<file path="config.mk">
export PLATFORM = sky130hd
export DESIGN_NAME = lane_gather_8
export DESIGN_NICKNAME = d
export VERILOG_FILES = /design/src/rtl/lane_gather_8.sv
export SDC_FILE = /design/constraint.sdc
export NUM_CORES = 1
export LEC_CHECK = 0
export BUFFER_PORTS_ARGS = -buffer_cell sky130_fd_sc_hd__buf_2
export CORE_ASPECT_RATIO = 0.9
export CORE_MARGIN = 2
export CORE_UTILIZATION = 51
export DETAILED_ROUTE_END_ITERATION = 10
export GPL_TIMING_DRIVEN = 0
export PLACE_DENSITY_LB_ADDON = 0.12
export SETUP_SLACK_MARGIN = 0.15
export SLEW_MARGIN = 20
export SYNTH_ARGS = -nofsm -noshare
export SYNTH_HDL_FRONTEND = slang
export SYNTH_SLANG_ARGS = --single-unit
</file>
<file path="constraint.sdc">
create_clock -name clk -period 3 [get_ports clk]
set_clock_uncertainty 0.05 [all_clocks]
set_input_delay 0.15 -clock clk [delete_from_list [all_inputs] [get_ports clk]]
set_output_delay 0.15 -clock clk [all_outputs]
set_load 0.03 [all_outputs]
</file>
<file path="src/rtl/lane_gather_8.sv">
// lane_gather_8
// Serial-to-parallel gather stage in front of the 8-port reduction block.
// Words arrive one per in_valid/in_ready handshake and are packed into lanes
// a..h in arrival order. A group closes when the eighth word lands or when
// flush is seen with at least one word in the group. Lanes that never received
// a word hold all-ones so they do not disturb the downstream AND. The packed
// group, its AND reduction (q) and its real word count (cnt) are then held on
// out_valid/out_ready until taken. Filling and draining never overlap.
module lane_gather_8 #(
  parameter int WIDTH    = 7,
  parameter int Port_Num = 2
) (
  input  logic             clk,
  input  logic             rst_n,
  input  logic             in_valid,
  output logic             in_ready,
  input  logic [WIDTH-1:0] in_data,
  input  logic             flush,
  output logic             out_valid,
  input  logic             out_ready,
  output logic [WIDTH-1:0] a,
  output logic [WIDTH-1:0] b,
  output logic [WIDTH-1:0] c,
  output logic [WIDTH-1:0] d,
  output logic [WIDTH-1:0] e,
  output logic [WIDTH-1:0] f,
  output logic [WIDTH-1:0] g,
  output logic [WIDTH-1:0] h,
  output logic [WIDTH-1:0] q,
  output logic [3:0]       cnt
);

  // Port_Num only has meaning for the downstream reduction instance; reject
  // a nonsensical value at elaboration so a bad parent configuration is caught.
  if (Port_Num < 1) begin : g_port_num_bad
    $error("lane_gather_8: Port_Num must be at least 1");
  end

  localparam logic [WIDTH-1:0] LANE_ONES = {WIDTH{1'b1}};
  localparam logic [3:0]       LAST_IDX  = 4'd7;

  typedef enum logic {
    FILL = 1'b0,
    HOLD = 1'b1
  } state_t;

  state_t           state_r;
  logic [3:0]       idx_r;
  logic [WIDTH-1:0] lane_r [8];
  logic [WIDTH-1:0] q_r;
  logic [3:0]       cnt_r;
  logic             in_ready_r;
  logic             out_valid_r;

  logic             accept_s;
  logic             close_s;
  logic [3:0]       next_idx_s;
  logic [WIDTH-1:0] lane_next_s [8];
  logic [8*WIDTH-1:0] lanes_flat_s;
  logic             all_ones_s;

  // AND of every bit of every lane: 1 only when all eight lanes are all-ones.
  function automatic logic lanes_all_ones(input logic [8*WIDTH-1:0] flat);
    return &flat;
  endfunction

  // Handshake decode and group-close decision for the current cycle.
  always_comb begin
    accept_s   = 1'b0;
    close_s    = 1'b0;
    next_idx_s = idx_r;
    if (state_r == FILL) begin
      accept_s   = in_valid;
      next_idx_s = idx_r + {3'b000, in_valid};
      // A lone flush on an empty group is dropped so no empty group is emitted.
      close_s    = (in_valid && (idx_r == LAST_IDX)) ||
                   (flush && ((idx_r != 4'd0) || in_valid));
    end else begin
      accept_s   = 1'b0;
      close_s    = 1'b0;
      next_idx_s = idx_r;
    end
  end

  // Next lane contents: store the accepted word, pad unwritten lanes on close.
  always_comb begin
    for (int i = 0; i < 8; i++) begin
      if (accept_s && (idx_r == 4'(i))) begin
        lane_next_s[i] = in_data;
      end else if (close_s && (4'(i) >= next_idx_s)) begin
        lane_next_s[i] = LANE_ONES;
      end else begin
        lane_next_s[i] = lane_r[i];
      end
    end
  end

  // Flatten the next lanes so q is taken from exactly what gets registered.
  always_comb begin
    lanes_flat_s = '0;
    for (int i = 0; i < 8; i++) begin
      lanes_flat_s[i*WIDTH +: WIDTH] = lane_next_s[i];
    end
    all_ones_s = lanes_all_ones(lanes_flat_s);
  end

  // Gather state machine with registered handshake flags, lanes, q and cnt.
  always_ff @(posedge clk) begin
    if (!rst_n) begin
      state_r     <= FILL;
      idx_r       <= 4'd0;
      in_ready_r  <= 1'b1;
      out_valid_r <= 1'b0;
      q_r         <= '0;
      cnt_r       <= 4'd0;
      for (int i = 0; i < 8; i++) begin
        lane_r[i] <= LANE_ONES;
      end
    end else begin
      case (state_r)
        FILL: begin
          for (int i = 0; i < 8; i++) begin
            lane_r[i] <= lane_next_s[i];
          end
          idx_r <= next_idx_s;
          if (close_s) begin
            state_r     <= HOLD;
            in_ready_r  <= 1'b0;
            out_valid_r <= 1'b1;
            q_r         <= WIDTH'(all_ones_s);
            cnt_r       <= next_idx_s;
          end
        end
        HOLD: begin
          // Lanes, q and cnt are left untouched until the group is taken.
          if (out_ready) begin
            state_r     <= FILL;
            idx_r       <= 4'd0;
            in_ready_r  <= 1'b1;
            out_valid_r <= 1'b0;
            for (int i = 0; i < 8; i++) begin
              lane_r[i] <= LANE_ONES;
            end
          end
        end
        default: begin
          state_r     <= FILL;
          idx_r       <= 4'd0;
          in_ready_r  <= 1'b1;
          out_valid_r <= 1'b0;
          for (int i = 0; i < 8; i++) begin
            lane_r[i] <= LANE_ONES;
          end
        end
      endcase
    end
  end

  assign in_ready  = in_ready_r;
  assign out_valid = out_valid_r;
  assign a         = lane_r[0];
  assign b         = lane_r[1];
  assign c         = lane_r[2];
  assign d         = lane_r[3];
  assign e         = lane_r[4];
  assign f         = lane_r[5];
  assign g         = lane_r[6];
  assign h         = lane_r[7];
  assign q         = q_r;
  assign cnt       = cnt_r;

endmodule

</file>
Word-level counts from Yosys, hierarchy flattened:

Memories as Yosys holds them, arrays and structs flattened.
Index checks and enable logic that the tools add are counted.

* bits in registers: 12
* bits in writable memories: 56
* input bits: 12
* memories: 1

* add/sub/neg operators: 1
* $lt $le $gt $ge: 8
* eq/ne operators: 9
* multiplexer cells: 54
* bitwise operators: 17
* reductions and logical operators: 25

Memory list
* lane_r: words 8, width 7, read ports 8, clocked after memory_dff 0, write ports 8, RTL line 49 `logic [WIDTH-1:0] lane_r [8];`

Operators with widths (count)
* 7-bit 2-to-1 mux: 32
* 56-bit AND reduction: 1
* 1-bit logical AND: 18
* 4-bit by 3-bit == test with 1-bit output, second input constant: 4
* 3-bit by 4-bit greater-or-equal comparator with 1-bit output, first input constant: 4
* 1-bit 2-to-1 mux: 16
* 1-bit OR: 16
* 4-bit by 2-bit == test with 1-bit output, second input constant: 2
* 1-bit by 4-bit greater-or-equal comparator with 1-bit output, first input constant: 2
* 2-bit by 4-bit greater-or-equal comparator with 1-bit output, first input constant: 2
* 4-bit 2-to-1 mux: 2
* 4-bit one-hot mux with 2 select lines: 1
* 1-bit one-hot mux with 2 select lines: 3
* 4-bit by 1-bit adder with 4-bit output: 1
* 4-bit by 1-bit == test with 1-bit output, second input constant: 1
* 4-bit zero test: 1
* 2-bit != test, second input constant: 2
* 2-bit AND reduction: 2
* 4-bit nonzero test: 1
* 1-bit logical OR: 2
* 1-bit inverter: 1

Longest topological paths before layout:

* word-level depth: 10
* gate-level depth with buffers: 10
* mapped depth without buffers: 8

Least setup slack after synthesis:

OpenSTA, ideal clock, no wires.

* path type: register to register
* start point: register idx_r[0]
* end point: memory lane_r[1][0], in the netlist lane_r[0][7] (data pin)
* setup time: 0.256 ns
* arrival time: 1.923 ns
* setup slack: 0.770 ns
* cell stages (with the launch flop): 9
* buffers on the path: 2
* cell sequence: dfxtp_1 -> buf_4 -> or4_4 -> o211ai_2 -> a22oi_2 -> buf_6 -> a22o_4 -> o22a_1 -> nand2b_1

RTL lines
* from (decl): RTL line 48 `logic [3:0] idx_r;`
* from (signal assigned): RTL line 125 `idx_r <= next_idx_s;`
* to (decl): RTL line 49

==> impl_results.md <==
- Post-synthesis async set-or-reset flop share: 0%
- Synth Area per Inst: 8.71 um2
- Max Cap Viol: 0
- Worst Path Required: 3260 ps
- Clock transition at path regs: 80 ps
- HP Class: in2reg
- Post-synthesis compound-gate area fraction: 20.8%
- Slew Limit Fails: 0
- Peak VDD IR: 0.294 mV
- Final worst-path cycle share: 84.6%
- P&R area growth vs syn: 19.7%
- Tmin final: 2540 ps
- Critical Path Start Type: register
- H-Tree Depth: 3
- Comb pwr share: 19.0%
- # DRC: 0
- CTS buffer count: 9
- Clk buf depth: 2
- TritonCTS clock tree: done
- Clock latency on the worst-skew pair: 370 ps
- RSZ-0062 raised after global routing: false
- Metal-1 WL: 4530 um
- Sequential Power Share: 46.4%
- Post-CTS sizing: 0
- CTS Sinks: 68
- Die Span Y: 82.6 um
- Endpoints failing setup: 0
- Drt wl/cell: 18.0 um
- Total die area: 7540 um2
- Post-detail-place hpwl: 7340 um
- WL met2: 4630 um
- Sw Share: 31.0%
- Switch Pwr: 671 uW
- DR WL met3: 1140 um
- Crit-path max FO: 10
- Post-synthesis simple-gate area fraction: 23.5%
- Largest net degree at the start of global routing: 22
- Clk pwr share: 34.6%
- Vias in the first global route: 3152
- Total number of vias: 3607
- WS Path Type: reg2reg
- Routed Antenna Nets: 0
- Gpl congestion: 0.943
- Post-Syn Area: 3500 um2
- XOR/XNOR Fraction of Synth Area: 1.50%
- Rows: 28
- WHS: 80.8 ps
- Seq/Total Area, Yosys: 46.9%
- Post-Route Setup TNS: 0 ps
- Synth Instances: 402
- Hold-fix buffers, CTS: 0
- DRT Wirelength: 10500 um
- Yosys reg bits: 68
- P_leak: 1.55 nW
- Initial antenna violation count: 0
- Layout cells sized above 1: 23.6%
- Die width: 91.3 um
- Status: complete, no violations
- CTS root buf: clkbuf_8
- Largest family of logic cells by synthesized area: simple AND/OR/NAND/NOR gates
- Antenna fix cells: 0
- Unique masters post-synth: 61
- Iter 0 DRT Violations: 355
- First-pass GRT wire length: 16400 um
- Nets: 505
- Final hold violation count: 0
- Adder-Cell Fraction of Synth Area: 1.00%
- 1st-pass router iterations: 5
- Initial core utilization: 52.9%
- Crit. End Element: register
- Post-synth EDFFs: 28
- Core Box Area: 6620 um2
- Syn. warnings: 0
- # Post-CTS Setup Buffers: 0
- Gr ovfl total: 0
- Worst slew pin tran: 884 ps
- I/O pin count: 81
- Power Density: 516 nW/um2
- Pint: 1.49 mW
- Via density: 6.16
- Mux contribution to synthesized area: 0.322%
- Total Routing Usage GR: 28.4%
- DR top layer: met4
- Arrival @ worst endpoint: 2790 ps
- F_max: 394 MHz
- Top FF cell, synth: dfxtp_1
- Relative slew margins: 40.9%
- IO buf count: 73
area by class of cell:
type	count	area (um2)
clock buffer	12	165
multi-input combinational	298	1670
buffer	36	186
timing repair buffer	73	365
clock inverter	4	28.8
inverter	5	18.8
tap	90	113
sequential	68	1640
fill	621	2430
path summary, 6_finish.rpt:
kind | from | end | slack [ps] | cells after the start
max reg2reg | idx_r[2] | lane_r[1][24] | 460 | 8
max | idx_r[2] | lane_r[1][24] | 460 | 8
min reg2reg | out_valid | out_valid | 410 | 2
min | out_ready | idx_r[3] | 80 | 3
layer usage:
metal	global-route usage, %	vias up
met5	0	-
met4	10.3	0
met3	9.35	24
met2	42.7	235
met1	38.5	1703
li1	-	1645
metrics by stage:
stage	power, mW	utilization [%]	worst slack [ps]	cells	area (um2)
floorplan	1.31	-	770	407	3520
detailed placement	1.42	60.4	523	570	4000
finish	2.16	63.3	461	586	4190
global route	2.23	63.3	308	586	4190
global placement	1.42	60.4	556	570	4000
CTS	2.16	63.3	514	586	4190
cell usage after synthesis (3+ instances only):
library cell  instances  share of area [%]
nand2b_1              5               0.89
buf_2                 8                1.1
clkbuf_1             19                2.0
xnor2_1               3               0.75
edfxtp_1             28                 24
nor2b_1               6                1.1
a211oi_1              3               0.64
nor3_1                9                1.3
o21ai_0              17                2.4
nand2_1              79                8.5
nand4_1              10                1.8
inv_1                 4               0.43
nor4_1                3               0.54
xor2_1                3               0.75
dfxtp_1              40                 23
a21oi_1              11                1.6
and2_1                6                1.1
nor2_1               25                2.7
nand3_1              17                2.4
buf_4                 7                1.5
o22ai_1              51                9.1
registers in the layout (all words and copies together), names as in the netlist:
signal / count
q: 1
in_ready: 1
idx_r: 4
state_r: 1
cnt: 4
out_valid: 1
lane_r: 56
power groups by stage:
stage / clock network, mW / logic [mW] / registers [mW]
5_1_grt: 0.787 / 0.440 / 1.01
2_1_floorplan: 0 / 0.250 / 1.06
6_report: 0.748 / 0.411 / 1.00
3_5_place_dp: 0 / 0.400 / 1.02
3_3_place_gp: 0 / 0.394 / 1.02
4_1_cts: 0.752 / 0.402 / 1.00
cells in the final DEF, fill, tap and decap left out, drive strengths merged, types with 10 or more instances in the layout:
cell,netlist,layout
edfxtp,28,28
o21ai,19,19
nand3,17,17
nor2,25,25
buf,17,90
a21oi,11,11
nand4,10,10
clkbuf,19,31
dfxtp,40,40
nand2,81,81
o22ai,51,51
kinds of logic (layout without fill, tap and decap cells):
logic type / count (synthesis) / after routing
adder cells (fa/ha/maj): 3 / 3
XOR/XNOR: 6 / 6
buffers and inverters: 41 / 130
AND/OR/NAND/NOR: 173 / 173
AO/OA/AOI/OAI: 109 / 109
multiplexers: 1 / 1
other: 1 / 6
flip-flops: 68 / 68
worst max-delay path: stages, from the launching register on:
cell and delay (ps):
dfxtp_1 330, buf_6 140, clkbuf_1 420, nand3_1 170
xnor2_1 190, or2_2 290, a31oi_1 600, o22ai_1 180
nand2_1 100
Note: power is estimated with default switching activity, not from simulation.
